`src/rtl/clock_set_ctrl.sv`:
```
// clock_set_ctrl
//   Mode/Adv button controller for a 1 Hz alarm clock. Mode steps through
//   the time, date and alarm set states and back to RUN. Adv issues one-cycle
//   advance pulses for the field being set, and auto-repeats while held.
//   In RUN, Adv toggles the alarm enable instead.
//   An idle set state falls back to RUN after TIMEOUT quiet cycles.
//
// Parameters
//   HOLD_DLY : cycles Adv must be held before auto-repeat starts
//   RPT      : cycles between auto-repeat pulses (1 <= RPT <= HOLD_DLY)
//   TIMEOUT  : idle cycles in a set state before returning to RUN
//
// Ports
//   clk      : clock, 1 cycle per second, rising-edge active
//   rst      : asynchronous active-low reset
//   Mode     : mode button, level-high when pressed
//   Adv      : advance button, level-high when pressed
//   Timeset  : high in T_MIN..T_MON
//   Alarmset : high in A_MIN..A_DAY
//   Minadv, Hrsadv, Dayadv, Datadv, Monadv : one-cycle advance pulses
//   Alarmon  : alarm enable
//   Field    : current state code (RUN=0 .. A_DAY=8)
module clock_set_ctrl #(
  parameter int HOLD_DLY = 3,
  parameter int RPT      = 1,
  parameter int TIMEOUT  = 30
) (
  input  logic       clk,
  input  logic       rst,
  input  logic       Mode,
  input  logic       Adv,
  output logic       Timeset,
  output logic       Alarmset,
  output logic       Minadv,
  output logic       Hrsadv,
  output logic       Dayadv,
  output logic       Datadv,
  output logic       Monadv,
  output logic       Alarmon,
  output logic [3:0] Field
);

  localparam int HW = $clog2(HOLD_DLY) + 1;
  localparam int IW = $clog2(TIMEOUT) + 1;

  // Last count value before a repeat pulse fires, and the reload value that
  // spaces subsequent pulses RPT cycles apart.
  localparam logic [HW-1:0] HOLD_LAST   = HW'(HOLD_DLY - 1);
  localparam logic [HW-1:0] HOLD_RELOAD = HW'(HOLD_DLY - RPT);
  localparam logic [IW-1:0] IDLE_LAST   = IW'(TIMEOUT - 1);

  typedef enum logic [3:0] {
    RUN    = 4'd0,
    T_MIN  = 4'd1,
    T_HRS  = 4'd2,
    T_DAY  = 4'd3,
    T_DATE = 4'd4,
    T_MON  = 4'd5,
    A_MIN  = 4'd6,
    A_HRS  = 4'd7,
    A_DAY  = 4'd8
  } state_t;

  state_t          state_reg, state_next;
  logic            mode_hist_reg;
  logic            adv_hist_reg;
  logic [HW-1:0]   hold_cnt_reg, hold_cnt_next;
  logic            armed_reg, armed_next;
  logic [IW-1:0]   idle_cnt_reg, idle_cnt_next;
  logic            alarmon_reg, alarmon_next;
  // One-hot advance pulse: bit0 Min, bit1 Hrs, bit2 Day, bit3 Date, bit4 Mon
  logic [4:0]      pulse_reg, pulse_next;

  logic            mode_press;
  logic            adv_press;
  logic            fire;
  logic [4:0]      pulse_sel;

  assign mode_press = Mode & ~mode_hist_reg;
  assign adv_press  = Adv & ~adv_hist_reg;

  always_ff @(posedge clk or negedge rst) begin
    if (!rst) begin
      state_reg     <= RUN;
      // History bits start high so a button held through reset is no press.
      mode_hist_reg <= 1'b1;
      adv_hist_reg  <= 1'b1;
      hold_cnt_reg  <= '0;
      armed_reg     <= 1'b0;
      idle_cnt_reg  <= '0;
      alarmon_reg   <= 1'b0;
      pulse_reg     <= '0;
    end else begin
      state_reg     <= state_next;
      mode_hist_reg <= Mode;
      adv_hist_reg  <= Adv;
      hold_cnt_reg  <= hold_cnt_next;
      armed_reg     <= armed_next;
      idle_cnt_reg  <= idle_cnt_next;
      alarmon_reg   <= alarmon_next;
      pulse_reg     <= pulse_next;
    end
  end

  // Field being set in the current state, as a one-hot pulse selector.
  always_comb begin
    pulse_sel = 5'b00000;
    case (state_reg)
      T_MIN, A_MIN: pulse_sel = 5'b00001;
      T_HRS, A_HRS: pulse_sel = 5'b00010;
      T_DAY, A_DAY: pulse_sel = 5'b00100;
      T_DATE:       pulse_sel = 5'b01000;
      T_MON:        pulse_sel = 5'b10000;
      default:      pulse_sel = 5'b00000;
    endcase
  end

  always_comb begin
    state_next    = state_reg;
    hold_cnt_next = '0;
    armed_next    = 1'b0;
    idle_cnt_next = '0;
    alarmon_next  = alarmon_reg;
    fire          = 1'b0;

    if (mode_press) begin
      // Mode wins over a coincident Adv press; clearing armed means a held
      // Adv stays silent until it is released and pressed again.
      case (state_reg)
        RUN:     state_next = T_MIN;
        T_MIN:   state_next = T_HRS;
        T_HRS:   state_next = T_DAY;
        T_DAY:   state_next = T_DATE;
        T_DATE:  state_next = T_MON;
        T_MON:   state_next = A_MIN;
        A_MIN:   state_next = A_HRS;
        A_HRS:   state_next = A_DAY;
        A_DAY:   state_next = RUN;
        default: state_next = RUN;
      endcase
    end else if (state_reg == RUN) begin
      if (adv_press) begin
        alarmon_next = ~alarmon_reg;
      end
    end else begin
      if (adv_press) begin
        fire       = 1'b1;
        armed_next = 1'b1;
      end else if (Adv && armed_reg) begin
        armed_next = 1'b1;
        if (hold_cnt_reg >= HOLD_LAST) begin
          fire          = 1'b1;
          hold_cnt_next = HOLD_RELOAD;
        end else begin
          hold_cnt_next = hold_cnt_reg + HW'(1);
        end
      end

      // Any button activity keeps the idle counter at zero.
      if (!Mode && !Adv) begin
        if (idle_cnt_reg >= IDLE_LAST) begin
          state_next = RUN;
        end else begin
          idle_cnt_next = idle_cnt_reg + IW'(1);
        end
      end
    end

    pulse_next = fire ? pulse_sel : 5'b00000;
  end

  assign Field    = state_reg;
  assign Timeset  = (state_reg >= T_MIN) && (state_reg <= T_MON);
  assign Alarmset = (state_reg >= A_MIN) && (state_reg <= A_DAY);
  assign Minadv   = pulse_reg[0];
  assign Hrsadv   = pulse_reg[1];
  assign Dayadv   = pulse_reg[2];
  assign Datadv   = pulse_reg[3];
  assign Monadv   = pulse_reg[4];
  assign Alarmon  = alarmon_reg;

endmodule

```
`config.mk`:
```
export PLATFORM = sky130hd
export DESIGN_NAME = clock_set_ctrl
export DESIGN_NICKNAME = d
export VERILOG_FILES = /design/src/rtl/clock_set_ctrl.sv
export SDC_FILE = /design/constraint.sdc
export NUM_CORES = 1
export LEC_CHECK = 0
export CAP_MARGIN = 10
export CORE_MARGIN = 5
export CORE_UTILIZATION = 35
export DETAILED_ROUTE_END_ITERATION = 6
export PLACE_DENSITY = 0.53
export SLEW_MARGIN = 5
export SYNTH_ARGS = -nofsm -noshare
export SYNTH_HDL_FRONTEND = slang
export SYNTH_SLANG_ARGS = --single-unit
export TNS_END_PERCENT = 50
```
`constraint.sdc`:
```
create_clock -name clk -period 2.6 [get_ports clk]
set_input_delay 0.26 -clock clk [delete_from_list [all_inputs] [get_ports clk]]
set_output_delay 0.26 -clock clk [all_outputs]
set_load 0.005 [all_outputs]
```
==> results.toml, run 1 <==
[timing]
setup_viol = 0
hold_viol_final = 0
period_minus_slack_ns = 2.28
timing.fmax_mhz = 438
tns_ns = 0
slew_headroom = 0.725
rsz0062_at_grt = "false"
slew_viol_final = 0
worst_slew_pin_slew_ns = 0.413
fin_skew_ns = 0.00504
fin_crit_sh = 0.879

[synthesis]
yosys-top-cells-area = "dfrtp_1 (45%), ha_1 (10%), dfstp_2 (4.7%)"
syn_nets = 112
synth_edf_count = 0
ys.flop_type = "dfrtp_1"
synthArstFlopShare = 1.00
synth_seq_cells = 22
synth_cell_types = 32
avgSynthCellArea_um2 = 11.3
netlist_top_cells_count = "dfrtp_1 (20), ha_1 (9), inv_1 (8), nand2_1 (7), nor2_1 (7)"
yosysTopAreaCell = "dfrtp_1"
yosysTopAreaCellShare = 0.448
synth.most_common_cell = "dfrtp_1"
netlist_instances = 99
ys_seq_area_frac = 0.496
ys_warn_count = 0
syn_area_um2 = 1120

[pwr]
leakagePower_uw = 0.000602
seq_power_share = 0.469
p_int_uw = 642
power.share.switching = 0.271
p_per_area_nw_per_um2 = 650
total_power_uw = 881
vdd_drop_max_mv = 0.367
clkPwrFrac = 0.300
combPwrFrac = 0.231
power_switching_uw = 238

[floorplan]
core_area_um2 = 3050
die_x_um = 66.5
die-area_um2 = 4420
start_util = 0.366
dieHeight_um = 66.5
rows = 20
io_pins = 16

[finish]
area_growth_pct = 21.4
final_layout_size_suffix_gt1_frac = 0.138
nets = 130
n_fill_cell = 302
fin_cells = 160
fin_util = 0.444
largest_reg_flops = 6
diodes = 0

[clock_network]
htree_levels = 1
clockBufferDepth = 2
cts_buffers = 3
cts_sinks = 22
clk_latency_ns = 0.32
clk_pin_slew_ns = 0.12
cts_tree = "done"
cts_setup_buffers = 0
cts_root_buf = "clkbuf_4"
cts_resized = 0
cts_hold_buf = 0

[route]
drt_iter0_drc = 17
ant_nets = 0
routed_wl_mm = 1.96
viasPerCell = 4.66
drc_errors = 0
dr.pass1.iters = 4
detail_route.wl_per_cell_um = 12.3
vias = 746

[min_path]
hp-class = "in -> async"

[global_route]
antenna_found_initial = 0
grt_pass1_wl_mm = 3.55
grt_pass1_vias = 753
overflow = 0
grt.total_usage = 0.109
grt_max_degree = 23

[placed_design]
dpl.hpwl_mm = 1.51
dp_cells = 156
port_buffers = 15
finalWeightedCongestion = 0.747

[critical_path]
crit_required_ns = 2.34
critical_path_class = "reg -> out"
arrival_ns = 2.02
worst_setup_path_end_kind = "output pin"
startpoint_type = "flip-flop"
r2r_cells = 6
worstPathMaxFanout = 8
r2r_slack_ns = 0.87

[flow_run]
maxCapViolations = 0

[status]
status = "finished, final reports clean"
## kinds of logic (layout without fill, tap and decap cells)
| family | after synthesis | count (layout) | synth area share |
|---|---|---|---|
| simple gates | 36 | 36 | 0.195 |
| mux | 3 | 3 | 0.0269 |
| buf+inv | 11 | 28 | 0.0504 |
| xor+xnor | 5 | 5 | 0.0392 |
| fa+ha+maj | 9 | 9 | 0.101 |
| compound gates | 13 | 13 | 0.0919 |
| flops | 22 | 22 | 0.496 |
## area by class of cell
| type | instances | area, µm² | share of cell area |
|---|---|---|---|
| sequential | 22 | 553 | 0.408 |
| clock inverter | 1 | 30.0 | 0.0222 |
| timing repair buffer | 16 | 158 | 0.116 |
| inverter | 8 | 30.0 | 0.0222 |
| clock buffer | 3 | 22.5 | 0.0166 |
| tap | 44 | 55.1 | 0.0406 |
| multi-input combinational | 66 | 507 | 0.374 |
## critical path, cell delays in order, from the launching register on
cell and delay (ns):
dfrtp_1 0.49, inv_1 0.10, ha_1 0.26, xor2_1 0.18
a21oi_1 0.17, clkdlybuf4s50_1 0.52
## cell usage in the layout, fill, tap and decap left out, types with 2 or more instances in the layout
cell,n
a211oi_2,2
and3_1,2
xor2_1,4
clkbuf_4,3
nand3_1,3
a21oi_1,3
dfstp_2,2
nor3_1,5
dfrtp_1,20
nand2_1,7
nand2b_1,3
ha_1,9
mux2i_1,3
inv_1,8
o21ai_0,3
nor2_1,7
clkdlybuf4s50_1,15
## power by group through the flow
stage / Clock, µW / Sequential [µW] / Combinational (µW)
after floorplan: 0 / 403 / 133
after global placement: 0 / 418 / 206
after detailed placement: 0 / 421 / 208
after CTS: 272 / 414 / 209
after global routing: 288 / 422 / 232
final: 264 / 413 / 204
## path summary, 6_finish.rpt
check | startpoint | end
max in group asynchronous | rst | adv_hist_reg
hold / removal | rst | idle_cnt_reg[2]
setup reg to reg | Field[0] | pulse_reg[0]
setup / recovery | Field[0] | Timeset
hold reg to reg | Alarmon | Alarmon
min in group clk | Mode | mode_hist_reg
## metrics by stage
stage                     setup slack, ns  instance area, µm²  hold slack [ns]
after global routing                0.127                1360            0.287
final                               0.316                1360            0.266
after detailed placement            0.660                1300            0.462
after floorplan                      1.09                1120          -0.0356
after CTS                           0.295                1360            0.273
after global placement              0.698                1300            0.456
## routing by layer
| metal | up-vias | wire length [µm] | GRT usage | part of all wire |
|---|---|---|---|---|
| met2 | 14 | 889 | 0.169 | 0.45 |
| met3 | 5 | 98 | 0.0422 | 0.050 |
| met1 | 357 | 945 | 0.137 | 0.48 |
| met4 | 0 | 30 | 0.0381 | 0.015 |
| li1 | 370 | - | - | - |
| met5 | - | 0 | 0 | 0 |
(Power assumes the default switching activity.)
==> run 2, diff against run 1 <==
--- a/config.mk
+++ b/config.mk
@@ -5,11 +5,12 @@
 export SDC_FILE = /design/constraint.sdc
 export NUM_CORES = 1
 export LEC_CHECK = 0
+export ABC_AREA = 1
 export CAP_MARGIN = 10
 export CORE_MARGIN = 5
 export CORE_UTILIZATION = 35
 export DETAILED_ROUTE_END_ITERATION = 6
-export PLACE_DENSITY = 0.53
+export PLACE_DENSITY = 0.54
 export SLEW_MARGIN = 5
 export SYNTH_ARGS = -nofsm -noshare
 export SYNTH_HDL_FRONTEND = slang
==> run 2 against run 1 <==
Combinational power increased by 89%. Final cell count is 14% higher. Utilization barely moved. Fmax about the same. Sequential cell count stayed put. Cell area decreased by 0.74%. Count of clock-buffer cells in the layout increased by 1. Sequential power increased by 7.0%. Synthesized cell count rose by 19%. Non-clock buffer count is the same. Sequential share of layout area grew 0.30 points. Register-to-register slack gained 0.27 ns. Critical path type unchanged.
==> results.toml, run 2 <==
[synthesis]
ys.flop_type = "dfrtp_1"
ys_warn_count = 0
synth_xor_area_frac = 0.0320
avgSynthCellArea_um2 = 9.29
synth_cell_types = 23
netlist_instances = 118
syn_nets = 131
synthSimpleGateAreaFrac = 0.241
synthArstFlopShare = 1.00
yosysTopAreaCellShare = 0.457
netlist_top_cells_count = "nand2_1 (21), dfrtp_1 (20), inv_1 (17), nor2_1 (15)"
synth_edf_count = 0
syn_area_um2 = 1100
synth.most_common_cell = "nand2_1"
yosysTopAreaCell = "dfrtp_1"
synthMuxAreaShare = 0
yosys.area_share.adder = 0.103
synth_top_family_by_area = "simple AND/OR/NAND/NOR gates"
synth_compound_area_frac = 0.0616
yosys-top-cells-area = "dfrtp_1 (46%), ha_1 (10%), nand2_1 (7.2%)"
ys_seq_area_frac = 0.505
synth_seq_cells = 22

[timing]
fin_skew_ns = 0.00480
holdWs_ns = 0.281
rsz0062_at_grt = "false"
slew_headroom = 0.810
tns_ns = 0
period_minus_slack_ns = 2.28
hold_viol_final = 0
slew_viol_final = 0
worst_slew_pin_slew_ns = 0.285
fin_crit_sh = 0.879
timing.fmax_mhz = 438
setup_viol = 0

[clock_network]
cts_tree = "done"
cts_root_buf = "clkbuf_4"
cts_setup_buffers = 0
cts_sinks = 22
clockBufferDepth = 2
cts_buffers = 3
clk_pin_slew_ns = 0.12
cts_hold_buf = 0
htree_levels = 1
cts_resized = 0
clk_latency_ns = 0.31

[flow_run]
maxCapViolations = 0

[critical_path]
startpoint_type = "flip-flop"
r2r_cells = 6
worst_setup_path_end_kind = "output pin"
reg2reg_from = "Field[0]"
worstPathMaxFanout = 6
r2r_slack_ns = 1.14
critical_path_class = "reg -> out"
crit_required_ns = 2.34
arrival_ns = 2.02
r2r_end = "Field[2]"

[global_route]
overflow = 0
antenna_found_initial = 0
grt_pass1_vias = 836
grt.total_usage = 0.113
grt_max_degree = 23
grt_pass1_wl_mm = 3.73

[finish]
most-common-layout-cells = "nand2_1 (21), dfrtp_1 (20), inv_1 (17), nor2_1 (15), clkdlybuf4s50_1 (15)"
nets = 152
largest_reg_flops = 6
final_common_cell = "nand2_1"
final_layout_size_suffix_gt1_frac = 0.101
fin_util = 0.444
area_growth_pct = 22.7
diodes = 0

[floorplan]
die-area_um2 = 4350
rows = 20
die_x_um = 66.0
io_pins = 16
start_util = 0.362
dieHeight_um = 66.0
core_area_um2 = 3030

[placed_design]
port_buffers = 15
finalWeightedCongestion = 0.863
dpl.hpwl_mm = 1.60

[pwr]
vdd_drop_max_mv = 0.248
leakagePower_uw = 0.000640
p_per_area_nw_per_um2 = 756

[route]
vias = 826
viasPerCell = 4.54
drc_errors = 0
routed_wl_mm = 2.10
drt_iter0_drc = 26
dr.pass1.iters = 4
ant_nets = 0
detail_route.wl_per_cell_um = 11.5

[min_path]
hp-class = "in -> async"

[status]
status = "finished, final reports clean"
[run 2: worst max-delay path, stage by stage (launching register included)]
cell	delay, ns
dfrtp_1	0.46
inv_1	0.14
ha_1	0.31
o21ai_0	0.13
a32oi_1	0.16
clkdlybuf4s50_1	0.52
[run 2: layout make-up]
class / instances / area, µm²
repair buffers: 16 / 158
clock buffers: 4 / 36.3
well taps: 44 / 55.1
flip-flops and latches: 22 / 553
fillers: 300 / 1680
inverters: 17 / 63.8
multi-input cells: 79 / 479
[run 2: worst max path at each step]
stage	from	end	slack (ns)	cells past startpoint
floorplan	Field[0]	Timeset	1.23	4
global placement	Field[0]	Timeset	0.68	5
detailed placement	Field[0]	Timeset	0.65	5
CTS	Field[0]	Timeset	0.28	5
global route	Field[0]	Timeset	0.15	5
finish	Field[0]	Timeset	0.32	5
[run 2: where the power goes]
part,internal (µW),switching [µW]
clock network,85.6,103
logic,186,199
registers,386,56.0
[run 2: kinds of logic after synthesis]
group | Yosys count
AND/OR/NAND/NOR | 55
AO/OA/AOI/OAI | 11
adder cells (fa/ha/maj) | 9
flip-flops | 22
buffers and inverters | 17
XOR/XNOR | 4
[run 2: metrics by stage]
step / instances / setup WS [ns] / power, µW / instance area (µm²)
2_1_floorplan: 118 / 1.23 / 662 / 1100
3_3_place_gp: 178 / 0.683 / 834 / 1310
3_5_place_dp: 178 / 0.650 / 841 / 1310
4_1_cts: 182 / 0.279 / 1040 / 1350
5_1_grt: 182 / 0.149 / 1110 / 1350
6_report: 182 / 0.316 / 1020 / 1350
[run 2: routing by layer]
| layer | GRT usage | wire length [µm] | vias to the layer above |
|---|---|---|---|
| met4 | 0.0533 | 42 | 0 |
| li1 | - | - | 415 |
| met1 | 0.137 | 978 | 396 |
| met3 | 0.0255 | 61 | 5 |
| met2 | 0.189 | 1010 | 10 |
| met5 | 0 | 0 | - |
==> run 3, diff against run 2 <==
--- a/config.mk
+++ b/config.mk
@@ -9,6 +9,7 @@
 export CAP_MARGIN = 10
 export CORE_MARGIN = 5
 export CORE_UTILIZATION = 35
+export CTS_CLUSTER_SIZE = 10
 export DETAILED_ROUTE_END_ITERATION = 6
 export PLACE_DENSITY = 0.54
 export SLEW_MARGIN = 5
==> results of run 3 <==
The final DEF is identical to that of run 2; final timing and power are the same.
